<file path="src/rtl/lif_tdm_scheduler.sv">
// Time-multiplexed leaky-integrate-and-fire scheduler: one shared update datapath
// walks all neurons once per timestep. Define LIF_CHAIN_EN to enable the same-step feed-forward chain.
module lif_tdm_scheduler #(
  parameter int N_NEURONS    = 4,
  parameter int V_WIDTH      = 8,
  parameter int THRESHOLD    = 200,
  parameter int LEAK_SHIFT   = 3,
  parameter int REFRAC       = 2,
  parameter int CHAIN_WEIGHT = 64
) (
  input  logic                   clk,
  input  logic                   rst_n,
  input  logic                   step_start,
  input  logic [5*N_NEURONS-1:0] cur_in,
  output logic                   busy,
  output logic                   step_done,
  output logic [N_NEURONS-1:0]   spike_vec,
  output logic                   overrun,
  input  logic [2:0]             v_sel,
  output logic [V_WIDTH-1:0]     v_out
);

  localparam int IDX_W = $clog2(N_NEURONS);
  localparam int REF_W = (REFRAC > 0) ? $clog2(REFRAC + 1) : 1;
  // Adder wide enough that v + cur + chain never wraps before saturation.
  localparam int SUM_W = $clog2((1 << V_WIDTH) + 31 + CHAIN_WEIGHT);
  localparam logic [SUM_W-1:0]   V_MAX    = SUM_W'((1 << V_WIDTH) - 1);
  localparam logic [V_WIDTH-1:0] THRESH_V = V_WIDTH'(THRESHOLD);
  localparam logic [REF_W-1:0]   REF_INIT = REF_W'(REFRAC);
  localparam logic [IDX_W-1:0]   LAST_IDX = IDX_W'(N_NEURONS - 1);

  typedef enum logic [1:0] {S_IDLE, S_LOAD, S_UPDATE, S_COMMIT} state_t;

  state_t                   state_reg, state_next;
  logic [IDX_W-1:0]         idx_reg;
  logic [5*N_NEURONS-1:0]   cur_shadow_reg;
  logic [N_NEURONS-1:0]     scratch_reg;
  logic [N_NEURONS-1:0]     scratch_upd;
  logic [N_NEURONS-1:0]     spike_vec_reg;
  logic                     overrun_reg;
  logic [V_WIDTH-1:0]       v_reg   [N_NEURONS];
  logic [REF_W-1:0]         ref_reg [N_NEURONS];
  logic [4:0]               cur_arr [N_NEURONS];

  logic                     load_en, upd_en, last_idx;
  logic [V_WIDTH-1:0]       v_cur;
  logic [REF_W-1:0]         ref_cur;
  logic [4:0]               cur_sel;
  logic [SUM_W-1:0]         cur_ext;
  logic [SUM_W-1:0]         sum;
  logic [V_WIDTH-1:0]       v_sat;
  logic                     fire;
  logic [V_WIDTH-1:0]       v_new;
  logic [REF_W-1:0]         ref_new;

  genvar gi;
  generate
    for (gi = 0; gi < N_NEURONS; gi++) begin : g_cur
      assign cur_arr[gi] = cur_shadow_reg[5*gi +: 5];
    end
  endgenerate

  // FSM: state register plus next-state / decoded outputs
  always_ff @(posedge clk or negedge rst_n) begin
    if (!rst_n) state_reg <= S_IDLE;
    else        state_reg <= state_next;
  end

  assign last_idx = (idx_reg == LAST_IDX);

  always_comb begin
    state_next = state_reg;
    busy       = 1'b0;
    step_done  = 1'b0;
    load_en    = 1'b0;
    upd_en     = 1'b0;
    case (state_reg)
      S_IDLE: begin
        if (step_start) state_next = S_LOAD;
      end
      S_LOAD: begin
        busy       = 1'b1;
        load_en    = 1'b1;
        state_next = S_UPDATE;
      end
      S_UPDATE: begin
        busy   = 1'b1;
        upd_en = 1'b1;
        if (last_idx) state_next = S_COMMIT;
      end
      S_COMMIT: begin
        busy       = 1'b1;
        step_done  = 1'b1;
        state_next = S_IDLE;
      end
      default: state_next = S_IDLE;
    endcase
  end

  // Shared neuron update datapath for neuron idx_reg
  assign v_cur   = v_reg[idx_reg];
  assign ref_cur = ref_reg[idx_reg];
  assign cur_sel = cur_arr[idx_reg];

`ifdef LIF_CHAIN_EN
  logic             chain_hit;
  logic [IDX_W-1:0] prev_idx;
  assign prev_idx  = idx_reg - IDX_W'(1);
  // Predecessor was processed earlier this step, so its scratch bit is already current.
  assign chain_hit = (idx_reg != '0) && scratch_reg[prev_idx];
  assign cur_ext   = SUM_W'(cur_sel) + (chain_hit ? SUM_W'(CHAIN_WEIGHT) : '0);
`else
  assign cur_ext   = SUM_W'(cur_sel);
`endif

  assign sum   = SUM_W'(v_cur) - SUM_W'(v_cur >> LEAK_SHIFT) + cur_ext;
  assign v_sat = (sum > V_MAX) ? V_MAX[V_WIDTH-1:0] : sum[V_WIDTH-1:0];
  assign fire  = (ref_cur == '0) && (v_sat >= THRESH_V);

  always_comb begin
    v_new   = v_sat;
    ref_new = '0;
    if (ref_cur != '0) begin
      v_new   = '0;
      ref_new = ref_cur - REF_W'(1);
    end else if (fire) begin
      v_new   = '0;
      ref_new = REF_INIT;
    end
  end

  always_comb begin
    scratch_upd          = scratch_reg;
    scratch_upd[idx_reg] = fire;
  end

  // Per-neuron state registers, written only when the scheduler points at them
  generate
    for (gi = 0; gi < N_NEURONS; gi++) begin : g_neuron
      always_ff @(posedge clk or negedge rst_n) begin
        if (!rst_n) begin
          v_reg[gi]   <= '0;
          ref_reg[gi] <= '0;
        end else if (upd_en && (idx_reg == IDX_W'(gi))) begin
          v_reg[gi]   <= v_new;
          ref_reg[gi] <= ref_new;
        end
      end
    end
  endgenerate

  // Spike vector is loaded on the last update edge so it is valid during COMMIT.
  always_ff @(posedge clk or negedge rst_n) begin
    if (!rst_n) begin
      idx_reg        <= '0;
      cur_shadow_reg <= '0;
      scratch_reg    <= '0;
      spike_vec_reg  <= '0;
      overrun_reg    <= 1'b0;
    end else begin
      if (load_en) begin
        cur_shadow_reg <= cur_in;
        idx_reg        <= '0;
        scratch_reg    <= '0;
      end
      if (upd_en) begin
        scratch_reg <= scratch_upd;
        idx_reg     <= idx_reg + IDX_W'(1);
        if (last_idx) spike_vec_reg <= scratch_upd;
      end
      if (step_start && (state_reg != S_IDLE)) overrun_reg <= 1'b1;
    end
  end

  assign spike_vec = spike_vec_reg;
  assign overrun   = overrun_reg;

  always_comb begin
    v_out = '0;
    if (32'(v_sel) < N_NEURONS) v_out = v_reg[v_sel[IDX_W-1:0]];
  end

endmodule
</file>
<file path="config.mk">
export PLATFORM = sky130hd
export DESIGN_NAME = lif_tdm_scheduler
export DESIGN_NICKNAME = d
export VERILOG_FILES = /design/src/rtl/lif_tdm_scheduler.sv
export SDC_FILE = /design/constraint.sdc
export NUM_CORES = 1
export LEC_CHECK = 0
export CORE_ASPECT_RATIO = 1.4
export CORE_UTILIZATION = 50
export DETAILED_ROUTE_END_ITERATION = 8
export GPL_TIMING_DRIVEN = 0
export PLACE_DENSITY = 0.71
export SETUP_SLACK_MARGIN = 0.1
export SYNTH_ARGS = -nofsm -noshare
export SYNTH_HDL_FRONTEND = slang
export SYNTH_SLANG_ARGS = --single-unit
</file>
<file path="constraint.sdc">
create_clock -name clk -period 10.45 [get_ports clk]
set_clock_uncertainty 0.05 [all_clocks]
set_input_delay 2.09 -clock clk [delete_from_list [all_inputs] [get_ports clk]]
set_output_delay 2.09 -clock clk [all_outputs]
set_load 0.02 [all_outputs]
</file>
======== After elaboration in Yosys (flattened, before gate mapping) ========
Index checks and enable logic that the tools add are counted.
word-level totals
  flip-flop bits (word level) ............. 73
  input bits .............................. 26
  output and inout port bits .............. 15
  logic and storage cells ................. 83
cells by class
  $add $sub $neg .......................... 4
  order comparisons ....................... 7
  equal/unequal tests ..................... 8
  mux-type cells .......................... 32
  bitwise logic cells ..................... 2
  reduce and logical (&&, ||, !) cells .... 16
operators by type and width
  cell                  number
  $mux W8               8
  $bmux W8 S2           2
  $mux W2               8
  $bmux W5 S2           1
  $mux W5               2
  $add A9 B5 Y9         1
  $gt A9 B8 Y1 const B  1
  $sub A8 B5 Y9         1
  $eq A2 B2 Y1 const B  4
  $ge A8 B8 Y1 const B  1
  $mux W4               2
  $pmux W2 S4           1
  $logic_and A1 B1 Y1   7
  $ge A3 B3 Y1 const B  2
  $logic_not A2 Y1      3
  $not A2 Y3            2
  $reduce_bool A2 Y1    3
  $mux W1               5
  $bmux W2 S2           1
  $bwmux W4             1
  $eq A2 B1 Y1 const B  2
  $ne A2 B2 Y1 const B  2
  $reduce_and A2 Y1     2
  $lt A2 B3 Y1 const B  1
  other kinds (6)       6

======== Depth between registers and ports, before layout ========
  depth after elaboration ................. 12
  depth in mapped cells ................... 15
  gate-level depth less buffers ........... 12

======== Worst setup path after synthesis ========
OpenSTA, ideal clock, no wires.
  path kind ............................... input to output
  start point ............................. input v_sel[0]
  end point ............................... output v_out[0]
  arrival time ............................ 3.253 ns
  required time ........................... 8.310 ns
  setup slack ............................. 5.057 ns
  stages .................................. 3
  path buffers ............................ 1
  cells stage by stage .................... clkbuf_1 -> mux4_2 -> nor2b_1
on the way
  cells in the longest elaborated chain, start to end .. 5
  elaborated cells between the ends (all ways) .. 6
  classes of those cells .................. order compare (1); mux (4); bitwise (1)
RTL lines
  element                                     RTL line  RTL
  from (decl)                                 19        input logic [2:0] v_sel,
  $not A2 Y3 (not written as such)            180       if (32'(v_sel) < N_NEURONS) v_out = v_reg[v_sel[IDX_W-1:0]];
  $bmux W8 S2                                 180
  $mux W8 (not written as such) (2 in a row)  180
  $mux W8 (*)                                 180
  to (decl)                                   20        output logic [V_WIDTH-1:0] v_out
Every way passes the cells marked *; elsewhere a longest branch is shown, timed or not. The select of a mux whose other input is x is not followed.

======== Worst setup path in the final report ========
Same ends and word-level chain as after synthesis.

==> out/metrics.yaml <==
class_of_the_worst_hold_path: "flop to flop"
layout.filler_cells: 659
tightest_slew_ns: 0.868
synth_nets: 413
critical_path_data_required_time_ns: 8.31
ys_async_sr_fraction_pct: 100
timing.critical_path.slowest_cell_delay_ns: 0.59
crit_chain: "clkbuf_1 -> mux4_2 -> nor2b_1 -> clkdlybuf4s50_1"
gr_usage_total_pct: 25.0
area_growth_pct: 20.6
initial_antenna_violation_count: 0
number_of_vias_after_detailed_routing: 3111
drt_iter0_markers: 206
initial_core_util_pct: 52.0
synthMostInstantiatedCell: "sky130_fd_sc_hd__dfrtp_1"
final_min_period_over_clock_period_pct: 58.0
drv.max_cap_violation_count: 0
synth_area_leader_cell: "sky130_fd_sc_hd__dfrtp_1"
cts_hold_repair.buffers: 0
syn_avg_cell_area_um2: 11.7
worstSetupStartpoint: "v_sel[0]"
io_pins: 41
post_synthesis_share_of_cell_area_spent_on_full_adders_half_adders_and_majority_gates_pct: 7.62
place_congestion: 0.832
slew_headroom_pct: 42.1
synth.yosys.seq_area_share_pct: 42.2
timing.final.setup_violations: 0
drive_above_1_share_pct: 21.2
synth_top_family_by_area: "multiplexers"
reg2reg_setup_slack_ns: 5.48
cts.reportedPaths.clkPinSlew_ns: 0.06
finalWirelength_mm: 10.0
grt_pass1_wl_mm: 16.5
numCtsBuffers: 9
synth_compound_gate_area_share_pct: 13.8
syn-cell-area_um2: 4270
clock_insertion_delay_worst_skew_ns: 0.34
regToRegStartpoint: "idx_reg[0]$_DFFE_PN0P_"
flip_flop_count_of_the_largest_register_all_copies_and_words_added: 32
endpoint_kind: "output pin"
ctsHtreeMaxLevel: 3
cts.sinks: 72
cp_max_fo: 8
dieWidth_um: 80.1
post_cts_resized: 0
dpl.hpwl_mm: 7.21
worst_setup_path_start_kind: "input port"
number_of_enable_type_register_cells_in_the_synthesized_netlist: 0
area_share_of_xor_xnor_cells_in_the_synthesized_design_pct: 1.03
final_util_pct: 62.8
diodes: 0
detailedRoute.firstPassIterationCount: 5
outcome: "finished clean"
detail-route-antenna-nets: 0
finalMaxSlewViolations: 0
dieArea_um2: 8910
route.detailed.wl_per_inst_um: 19.2
critical_path_class: "input port to output pin"
die_h_um: 111
synth-simple-area-share_pct: 9.27
most_instantiated_flip_flop_cell_in_the_synthesis_netlist: "sky130_fd_sc_hd__dfrtp_1"
cp.arrival_ns: 3.92
finalHoldWorstSlack_ns: 0.428
ys_seq_elements: 72
yosys-top-cells-count: "sky130_fd_sc_hd__dfrtp_1 (72), sky130_fd_sc_hd__inv_1 (32), sky130_fd_sc_hd__mux2_2 (31)"
grt_start_max_net_pins: 53
clock_path_buffers: 2
via_per_inst: 5.97
clock_tree_from_tritoncts: "done"
ff_latch_area_um2: 1800
ys.warnings.count: 0
design.core.area_um2: 8200
critical-path-slowest-cell: "sky130_fd_sc_hd__mux4_2"
muxShareOfSynthArea_pct: 20.7
root_buffer: "sky130_fd_sc_hd__clkbuf_16"
final.min_clock_period_ns: 6.06
finalHoldViolCount: 0
cts_setup_buffers: 0
core.rowCount: 39
multi_input_comb_area_um2: 2240
numPortBuffers: 38
ys_top_cells_by_area: "sky130_fd_sc_hd__dfrtp_1 (42%), sky130_fd_sc_hd__mux4_2 (12%), sky130_fd_sc_hd__mux2_2 (8.2%), sky130_fd_sc_hd__ha_1 (5.3%), sky130_fd_sc_hd__a32o_1 (3.3%)"
setup_repair_after_global_routing_missed_its_margin: "false"
post-synth-top-area-fraction_pct: 42.2
fin_nets: 463
post_synth_inst_count: 364
holdCritStartpoint: "overrun$_DFFE_PN0P_"
finalSetupTns_ns: 0
distinct_cell_type_count_after_synthesis: 45
via_count_of_the_first_global_routing_pass: 3341
maxClockFrequency_mhz: 165
grt-ovfl-total: 0
drc: 0
worst paths after layout:
kind / end / cells past startpoint
max: v_out[0] / 4
min: overrun$_DFFE_PN0P_ / 1
max reg2reg: v_reg[30]$_DFFE_PN0P_ / 13
min reg2reg: overrun$_DFFE_PN0P_ / 1
max in group asynchronous: spike_vec[3]$_DFFE_PN0P_ / 2
min in group asynchronous: cur_shadow_reg[4]$_DFFE_PN0N_ / 1
through the flow:
| stage | worst slack, ns | std cells | cell area, µm² |
|---|---|---|---|
| detailed placement | 4.35 | 505 | 4800 |
| floorplan | 5.06 | 364 | 4270 |
| CTS | 4.35 | 521 | 5140 |
| global placement | 4.36 | 504 | 4770 |
| finish | 4.39 | 521 | 5140 |
| global route | 4.27 | 521 | 5140 |
routing by layer:
layer / up-vias / GRT usage (%) / part of all wire, %
li1: 1441 / - / -
met1: 1583 / 30.6 / 40
met2: 69 / 42.7 / 54
met3: 18 / 4.86 / 4.0
met4: 0 / 10.0 / 2.1
met5: - / 0 / 0
placed cells by master, fill, tap and decap left out, drive strengths merged, types with 18 or more instances in the layout:
cell type,count
clkbuf,22
ha,18
clkdlybuf4s50,37
mux4,23
dfrtp,72
mux2,32
o21ai,19
inv,32
nor2,21
kinds of logic (layout without fill, tap and decap cells):
logic type	after synthesis	after routing
AND/OR/NAND/NOR	78	78
AO/OA/AOI/OAI	77	77
flip-flops	72	72
multiplexers	55	55
buffers and inverters	54	109
adder cells (fa/ha/maj)	23	23
XOR/XNOR	5	5
area by class of cell:
type,instances,share of cell area [%]
clock buffer,9,4.38
multi-input combinational,238,43.5
inverter,32,2.33
clock inverter,7,2.33
tap,102,2.48
timing repair buffer,39,7.88
sequential,72,35.0
buffer,22,2.12
critical path, delay by kind of cell:
family | cells | cell delay (ns)
buffers and inverters | 2 | 1.08
multiplexers | 1 | 0.59
AND/OR/NAND/NOR | 1 | 0.15
Power is not shown: default switching activity piles up to over one toggle a cycle in this logic, so the estimate is an artifact.
